**src/rtl/rv_branch_predictor_if.sv**
```systemverilog
`default_nettype none
// ============================================================================
//  Module      : rv_branch_predictor_if
//  Description : Fetch-lookup and execute-resolve signal bundle between the
//                rv32i pipeline and the branch history/target table.
//  Revision    : 1.0  initial release
// ============================================================================
interface rv_branch_predictor_if #(
   parameter int XLEN = 32
);
   // Fetch-side lookup
   logic [XLEN-1:0] if_pc;
   logic            pred_taken;
   logic [XLEN-1:0] pred_target;
   // Execute-side resolution
   logic            upd_valid;
   logic [XLEN-1:0] upd_pc;
   logic            upd_is_taken;
   logic [XLEN-1:0] upd_target;
   logic            upd_pred_taken;
   logic [XLEN-1:0] upd_pred_target;
   // Mispredict redirect
   logic            redirect_valid;
   logic [XLEN-1:0] redirect_pc;
   // Performance counters
   logic [31:0]     num_branches;
   logic [31:0]     num_mispredicts;

   // Pipeline side: drives lookups and resolved branches
   modport master (
      output if_pc,
      input  pred_taken,
      input  pred_target,
      output upd_valid,
      output upd_pc,
      output upd_is_taken,
      output upd_target,
      output upd_pred_taken,
      output upd_pred_target,
      input  redirect_valid,
      input  redirect_pc,
      input  num_branches,
      input  num_mispredicts
   );

   // Predictor side
   modport slave (
      input  if_pc,
      output pred_taken,
      output pred_target,
      input  upd_valid,
      input  upd_pc,
      input  upd_is_taken,
      input  upd_target,
      input  upd_pred_taken,
      input  upd_pred_target,
      output redirect_valid,
      output redirect_pc,
      output num_branches,
      output num_mispredicts
   );
endinterface
`default_nettype wire

```
**src/rtl/rv_branch_predictor.sv**
```systemverilog
`default_nettype none
// ============================================================================
//  Module      : rv_branch_predictor
//  Description : Direct-mapped BHT+BTB. Zero-cycle lookup of the fetch PC,
//                same-cycle mispredict detection for resolved branches,
//                2-bit counter training and entry allocation on the edge.
//  Revision    : 1.0  initial release
// ============================================================================
module rv_branch_predictor #(
   parameter int XLEN    = 32,
   parameter int ENTRIES = 64,
   parameter int TAG_W   = 8
) (
   input  wire logic              i_clk,
   input  wire logic              i_rst,
   rv_branch_predictor_if.slave   bp
);
   localparam int              IDX_W  = $clog2(ENTRIES);
   localparam logic [XLEN-1:0] PC_INC = XLEN'(4);
   localparam logic [1:0]      CTR_RST   = 2'b01;
   localparam logic [1:0]      CTR_ALLOC = 2'b10;

   // Table storage
   logic             valid_q  [ENTRIES];
   logic [TAG_W-1:0] tag_q    [ENTRIES];
   logic [XLEN-1:0]  target_q [ENTRIES];
   logic [1:0]       ctr_q    [ENTRIES];

   logic [31:0] br_cnt_q, br_cnt_d;
   logic [31:0] mis_cnt_q, mis_cnt_d;

   // Index/tag extraction; the byte-offset bits and PC bits above the tag
   // do not participate in the lookup.
   logic [IDX_W-1:0] lkp_idx_w, upd_idx_w;
   logic [TAG_W-1:0] lkp_tag_w, upd_tag_w;
   logic             unused_pc_bits_w;

   assign lkp_idx_w = bp.if_pc[IDX_W+1:2];
   assign lkp_tag_w = bp.if_pc[IDX_W+TAG_W+1:IDX_W+2];
   assign upd_idx_w = bp.upd_pc[IDX_W+1:2];
   assign upd_tag_w = bp.upd_pc[IDX_W+TAG_W+1:IDX_W+2];
   assign unused_pc_bits_w = ^{bp.if_pc, bp.upd_pc};

   logic lkp_hit_w;
   logic upd_hit_w;

   // Fetch lookup: reads pre-update table contents, no write bypass
   always_comb begin
      lkp_hit_w      = valid_q[lkp_idx_w] && (tag_q[lkp_idx_w] == lkp_tag_w);
      bp.pred_taken  = lkp_hit_w && ctr_q[lkp_idx_w][1];
      bp.pred_target = bp.pred_taken ? target_q[lkp_idx_w] : (bp.if_pc + PC_INC);
   end

   logic [XLEN-1:0] act_next_w;

   // Resolve: compare actual next PC against what fetch followed
   always_comb begin
      act_next_w        = bp.upd_is_taken ? bp.upd_target : (bp.upd_pc + PC_INC);
      bp.redirect_valid = bp.upd_valid && (act_next_w != bp.upd_pred_target);
      bp.redirect_pc    = bp.upd_valid ? act_next_w : '0;
   end

   logic             entry_we_w;
   logic [XLEN-1:0]  target_d;
   logic [1:0]       ctr_d;

   // Training: saturating counter on hit, weakly-taken allocate on taken miss
   always_comb begin
      upd_hit_w  = valid_q[upd_idx_w] && (tag_q[upd_idx_w] == upd_tag_w);
      entry_we_w = 1'b0;
      target_d   = target_q[upd_idx_w];
      ctr_d      = ctr_q[upd_idx_w];
      if (bp.upd_valid) begin
         if (upd_hit_w) begin
            entry_we_w = 1'b1;
            if (bp.upd_is_taken) begin
               target_d = bp.upd_target;
               ctr_d    = (ctr_q[upd_idx_w] == 2'b11) ? 2'b11 : ctr_q[upd_idx_w] + 2'b01;
            end else begin
               ctr_d    = (ctr_q[upd_idx_w] == 2'b00) ? 2'b00 : ctr_q[upd_idx_w] - 2'b01;
            end
         end else if (bp.upd_is_taken) begin
            entry_we_w = 1'b1;
            target_d   = bp.upd_target;
            ctr_d      = CTR_ALLOC;
         end
      end
   end

   // Table state: reset clears every entry, otherwise write the updated entry
   always_ff @(posedge i_clk) begin
      if (i_rst) begin
         for (int i = 0; i < ENTRIES; i++) begin
            valid_q[i]  <= 1'b0;
            tag_q[i]    <= '0;
            target_q[i] <= '0;
            ctr_q[i]    <= CTR_RST;
         end
      end else if (entry_we_w) begin
         valid_q[upd_idx_w]  <= 1'b1;
         tag_q[upd_idx_w]    <= upd_tag_w;
         target_q[upd_idx_w] <= target_d;
         ctr_q[upd_idx_w]    <= ctr_d;
      end
   end

   // Saturating performance counter next-state
   always_comb begin
      br_cnt_d  = br_cnt_q;
      mis_cnt_d = mis_cnt_q;
      if (bp.upd_valid && (br_cnt_q != 32'hFFFF_FFFF)) begin
         br_cnt_d = br_cnt_q + 32'd1;
      end
      if (bp.redirect_valid && (mis_cnt_q != 32'hFFFF_FFFF)) begin
         mis_cnt_d = mis_cnt_q + 32'd1;
      end
   end

   // Performance counter registers
   always_ff @(posedge i_clk) begin
      if (i_rst) begin
         br_cnt_q  <= '0;
         mis_cnt_q <= '0;
      end else begin
         br_cnt_q  <= br_cnt_d;
         mis_cnt_q <= mis_cnt_d;
      end
   end

   assign bp.num_branches    = br_cnt_q;
   assign bp.num_mispredicts = mis_cnt_q;

endmodule
`default_nettype wire

```
**src/flat_wrapper.sv**
```systemverilog
// flat-port wrapper written by rule: the top's interface ports become plain ports
module rv_branch_predictor_flat 
#(
   parameter int XLEN    = 32,
   parameter int ENTRIES = 64,
   parameter int TAG_W   = 8
)
  (i_clk, i_rst, bp_if_pc, bp_pred_taken, bp_pred_target, bp_upd_valid, bp_upd_pc, bp_upd_is_taken, bp_upd_target, bp_upd_pred_taken, bp_upd_pred_target, bp_redirect_valid, bp_redirect_pc, bp_num_branches, bp_num_mispredicts);
  rv_branch_predictor_if #(.XLEN(XLEN)) bp_i ();
  input  wire logic i_clk;
  input  wire logic i_rst;
  input wire logic [$bits(bp_i.if_pc)-1:0] bp_if_pc;
  output wire logic [$bits(bp_i.pred_taken)-1:0] bp_pred_taken;
  output wire logic [$bits(bp_i.pred_target)-1:0] bp_pred_target;
  input wire logic [$bits(bp_i.upd_valid)-1:0] bp_upd_valid;
  input wire logic [$bits(bp_i.upd_pc)-1:0] bp_upd_pc;
  input wire logic [$bits(bp_i.upd_is_taken)-1:0] bp_upd_is_taken;
  input wire logic [$bits(bp_i.upd_target)-1:0] bp_upd_target;
  input wire logic [$bits(bp_i.upd_pred_taken)-1:0] bp_upd_pred_taken;
  input wire logic [$bits(bp_i.upd_pred_target)-1:0] bp_upd_pred_target;
  output wire logic [$bits(bp_i.redirect_valid)-1:0] bp_redirect_valid;
  output wire logic [$bits(bp_i.redirect_pc)-1:0] bp_redirect_pc;
  output wire logic [$bits(bp_i.num_branches)-1:0] bp_num_branches;
  output wire logic [$bits(bp_i.num_mispredicts)-1:0] bp_num_mispredicts;
  assign bp_i.if_pc = bp_if_pc;
  assign bp_pred_taken = bp_i.pred_taken;
  assign bp_pred_target = bp_i.pred_target;
  assign bp_i.upd_valid = bp_upd_valid;
  assign bp_i.upd_pc = bp_upd_pc;
  assign bp_i.upd_is_taken = bp_upd_is_taken;
  assign bp_i.upd_target = bp_upd_target;
  assign bp_i.upd_pred_taken = bp_upd_pred_taken;
  assign bp_i.upd_pred_target = bp_upd_pred_target;
  assign bp_redirect_valid = bp_i.redirect_valid;
  assign bp_redirect_pc = bp_i.redirect_pc;
  assign bp_num_branches = bp_i.num_branches;
  assign bp_num_mispredicts = bp_i.num_mispredicts;
  rv_branch_predictor #(.XLEN(XLEN), .ENTRIES(ENTRIES), .TAG_W(TAG_W)) u_core (.i_clk(i_clk), .i_rst(i_rst), .bp(bp_i));
endmodule
```
**config.mk**
```make
export PLATFORM = sky130hd
export DESIGN_NAME = rv_branch_predictor_flat
export DESIGN_NICKNAME = d
export VERILOG_FILES = /design/src/rtl/rv_branch_predictor_if.sv /design/src/rtl/rv_branch_predictor.sv /design/src/flat_wrapper.sv
export SDC_FILE = /design/constraint.sdc
export NUM_CORES = 2
export LEC_CHECK = 0
export ABC_AREA = 1
export CAP_MARGIN = 20
export CORE_ASPECT_RATIO = 1.1
export CORE_MARGIN = 5
export CORE_UTILIZATION = 51
export CTS_CLUSTER_DIAMETER = 60
export CTS_CLUSTER_SIZE = 8
export DETAILED_ROUTE_END_ITERATION = 8
export DONT_BUFFER_PORTS = 1
export PLACE_DENSITY_LB_ADDON = 0.05
export SETUP_SLACK_MARGIN = 0.15
export SYNTH_ARGS = -nofsm -noshare
export SYNTH_HDL_FRONTEND = slang
export SYNTH_SLANG_ARGS = --single-unit
```
**constraint.sdc**
```tcl
create_clock -name i_clk -period 10.6 [get_ports i_clk]
set_clock_uncertainty 0.05 [all_clocks]
set_input_delay 2.12 -clock i_clk [delete_from_list [all_inputs] [get_ports i_clk]]
set_output_delay 2.12 -clock i_clk [all_outputs]
set_load 0.05 [all_outputs]
```
==> impl_results.md <==
* Skew-Pair Late Insertion Delay at 0.90 ns
* Status: finished, violations left
* Mapped Cells at 14520
* Peak supply drop at 0.0001294 V
* Vias in the first global route at roughly 100k
* Clock sink total at 2816
* H-tree Lvls at 5
* Most common cell after layout, fill and taps aside: nor2_1
* # IOs at 263
* DP Wirelength at 289300 um
* Final Critical Period at between 9 and 10 ns
* R2R cell count at 18
* Slew HR at -0.1620
* CTS tree: built
* Final Cycle Share at 0.9109
* Global-route wire length before repair at just over 700000 um
* Least-Margin Pin Slew at 1.743 ns
* RSZ-0062 raised after global routing: false
* Violated checks: slew limit
* Via density at 6.259
* Clock buffer depth at 4
* Syn. warnings at 0
* Post-cts resize count at 0
* Grt ovf at 0
* Final setup vio count at 0
* Largest net degree at the start of global routing at 1147
* Most frequent cells in the layout: nor2_1, edfxtp_1, nand2_1
* Total core area at 261800 um2
* Initial antenna violation count at 18
* Die area at 272900 um2
* Routed wire length at 502600 um
* Fillcell total at 23020
* Final Net Count at 14100
* Synth Area per Inst at 9.222 um2
* CTS clk-pin slew, worst paths at around 0.050 ns
* Area grow syn2layout at 9.980%
* Sequential element share of the synthesized area at 0.6219
* Netlist Area Pre-Place at 133900 um2
* Post-synthesis register bit count at between 2000 and 3000
* CP dominant cell by count: nand3_1
* Worst hold path startpoint: u_core.valid_q[60]
* Met1 WL at 185800 um
* Worst setup path class: input pin to output pin
* DRC at 0
* Worst-path cell chain: buf_16 > inv_8 > buf_4 > a21oi_1 > o21ai_0 > nand2_1 > a21oi_1 > nand3_1 > nand3_1 > nand3_1 > nand2_1 > nand3_1 > buf_4 > nor2_4 > nor2_1 > nor2_1 > buf_4
* Share of cells above drive strength 1 at 0.05988
* Row cnt at 197
* Worst hold endpoint: u_core.valid_q[60]
* PD cells at 181.0 nW/um2
* Wire per inst at 28.61 um
* Worst hold path depth at 2
* Crit. End Element: output pin
* Critical R2R Capture: u_core.ctr_q[30][0]
* R2R Setup Slk at 5.85 ns
* P_leak at about 0.055 uW
* Worst path slowest cell: inv_8
* Final cell count without fillers at 17570
* Met3 WL post-DR at 53230 um
* Post-route ant nets at 0
* RR Startpoint: u_core.tag_q[5][5]
* Critical Path RT at 8.43 ns
* I/O Buffers at 0
* Slew Viols, Final at 285
* Hold slack at 0.4153 ns
* Placed insts at 17040
* Drt pass-1 iters at 8
* Max-Cap Viols at 0
* Setup crit start kind: input pin
* Final Hold Fails at 0
* Final Cell Area at 147300 um2
* Worst Hold Class: flop to flop
* Num CTS Buffers at 396
* Max Fclk at 103.6 MHz
* CP max stage delay at 0.76 ns
* Yosys cell types at 41
* CP max FO at 209
* Starting density of the core at 0.5116
* Max layer used: met5
* Clk root buf: clkbuf_16
* Setup TNS at 0 ns
* Critical path data arrival time at 7.49 ns
* # hold bufs at CTS at 0
* Die X at approximately 500 um
* Global Route Usage Sum at 0.3550
* Die height at 547.4 um
* Placed inst area at between 100000 and 150000 um2
* Met2 routed wirelength at 229200 um
* Via count at ~110k
* Global placement routability congestion at approximately 0.95
* Drt initial violations at 15510
* Mapped Nets at 14660
* Total setup buffers inserted after CTS at 0
worst max-delay path by stage:
| stage | slack (ns) | endpoint | depth (start not counted) | from |
|---|---|---|---|---|
| after global routing | 0.55 | bp_pred_target[2] | 17 | bp_if_pc[2] |
| after global placement | 1.49 | bp_pred_target[3] | 16 | bp_if_pc[2] |
| after detailed placement | 1.62 | bp_pred_target[2] | 17 | bp_if_pc[2] |
| final | 0.94 | bp_pred_target[9] | 17 | bp_if_pc[2] |
| after CTS | 1.60 | bp_pred_target[2] | 17 | bp_if_pc[2] |
| after floorplan | 3.18 | bp_pred_target[11] | 19 | bp_if_pc[3] |
worst max-delay path: cells and delay by family:
family                 cells  cell delay (ns)
AOI/OAI and AO/OA          3             0.45
buffers and inverters      5             2.33
and+or+nand+nor            9             2.26
flip-flops by register name, indices dropped and copies added, names as in the netlist:
signal and count:
u_core.target_q 2048, u_core.bp.num_branches 32, u_core.ctr_q 128, u_core.tag_q 512
u_core.bp.num_mispredicts 32, u_core.valid_q 64
power by group:
part | internal [uW] | total, uW | switching [uW] | leakage [uW]
Combinational | 516 | 2390 | 1870 | 0.0236
Sequential | 12700 | 12900 | 156 | 0.0264
Clock | 6800 | 11400 | 4620 | 0.00518
cells in the mapped netlist (all sizes together):
library cell  count  share of area
o221ai          195          0.013
edfxtp         2688           0.60
nor3             49         0.0018
a22oi            10        0.00056
nand4            66         0.0031
a21oi           413          0.015
clkinv            4        0.00011
and3              1       0.000047
o31ai             2        0.00011
nand2          2286          0.064
inv             585          0.016
clkbuf         1103          0.031
nor4             17        0.00079
o21bai            3        0.00017
o21ai          1667          0.062
buf             196         0.0070
ha                4        0.00037
o22ai           334          0.016
a22o              3        0.00020
nor2           3983           0.11
o2111ai          11        0.00072
o21a              2        0.00011
a211oi            3        0.00017
nand3           540          0.020
a31oi            18        0.00084
xnor2            19         0.0012
a221oi            9        0.00059
a32o             10        0.00075
nor2b             1       0.000047
o211ai           98         0.0055
nor3b             3        0.00017
or2               2       0.000093
nand3b           17        0.00095
xor2             51         0.0033
dfxtp           128          0.019
kinds of logic after synthesis:
logic type / after synthesis / share of synthesized area
buf+inv: 1888 / 0.05439
flops: 2816 / 0.6219
simple gates: 6965 / 0.2029
compound gates: 2778 / 0.1159
xor+xnor: 70 / 0.004578
fa+ha+maj: 4 / 0.0003737
per-stage QoR:
step                      worst slack [ns]    util  power [uW]
final                               0.9443  0.5627       26660
after global routing                0.5454  0.5626       27380
after CTS                            1.605  0.5614       26550
after detailed placement             1.623  0.5207       15270
after global placement               1.487  0.5205       15220
after floorplan                      3.177       -       14450
layer usage:
| metal | GRT usage | vias to the layer above |
|---|---|---|
| li1 | - | 48140 |
| met1 | 0.4642 | 53970 |
| met2 | 0.5560 | 6661 |
| met3 | 0.06690 | 1195 |
| met4 | 0.2092 | 12 |
| met5 | 0 | - |
cell type report:
type                    instances  area, um2  area share
repair buffers                344       3228     0.02192
multi-input cells            9817      43450      0.2950
well taps                    3482       4357     0.02958
flip-flops and latches       2816      83280      0.5654
inverters                     589       2293     0.01557
clock inverters                17      234.0    0.001589
diodes                          9      22.52   0.0001529
clock buffers                 495      10420     0.07074
Power figures use the tool's default switching activity.
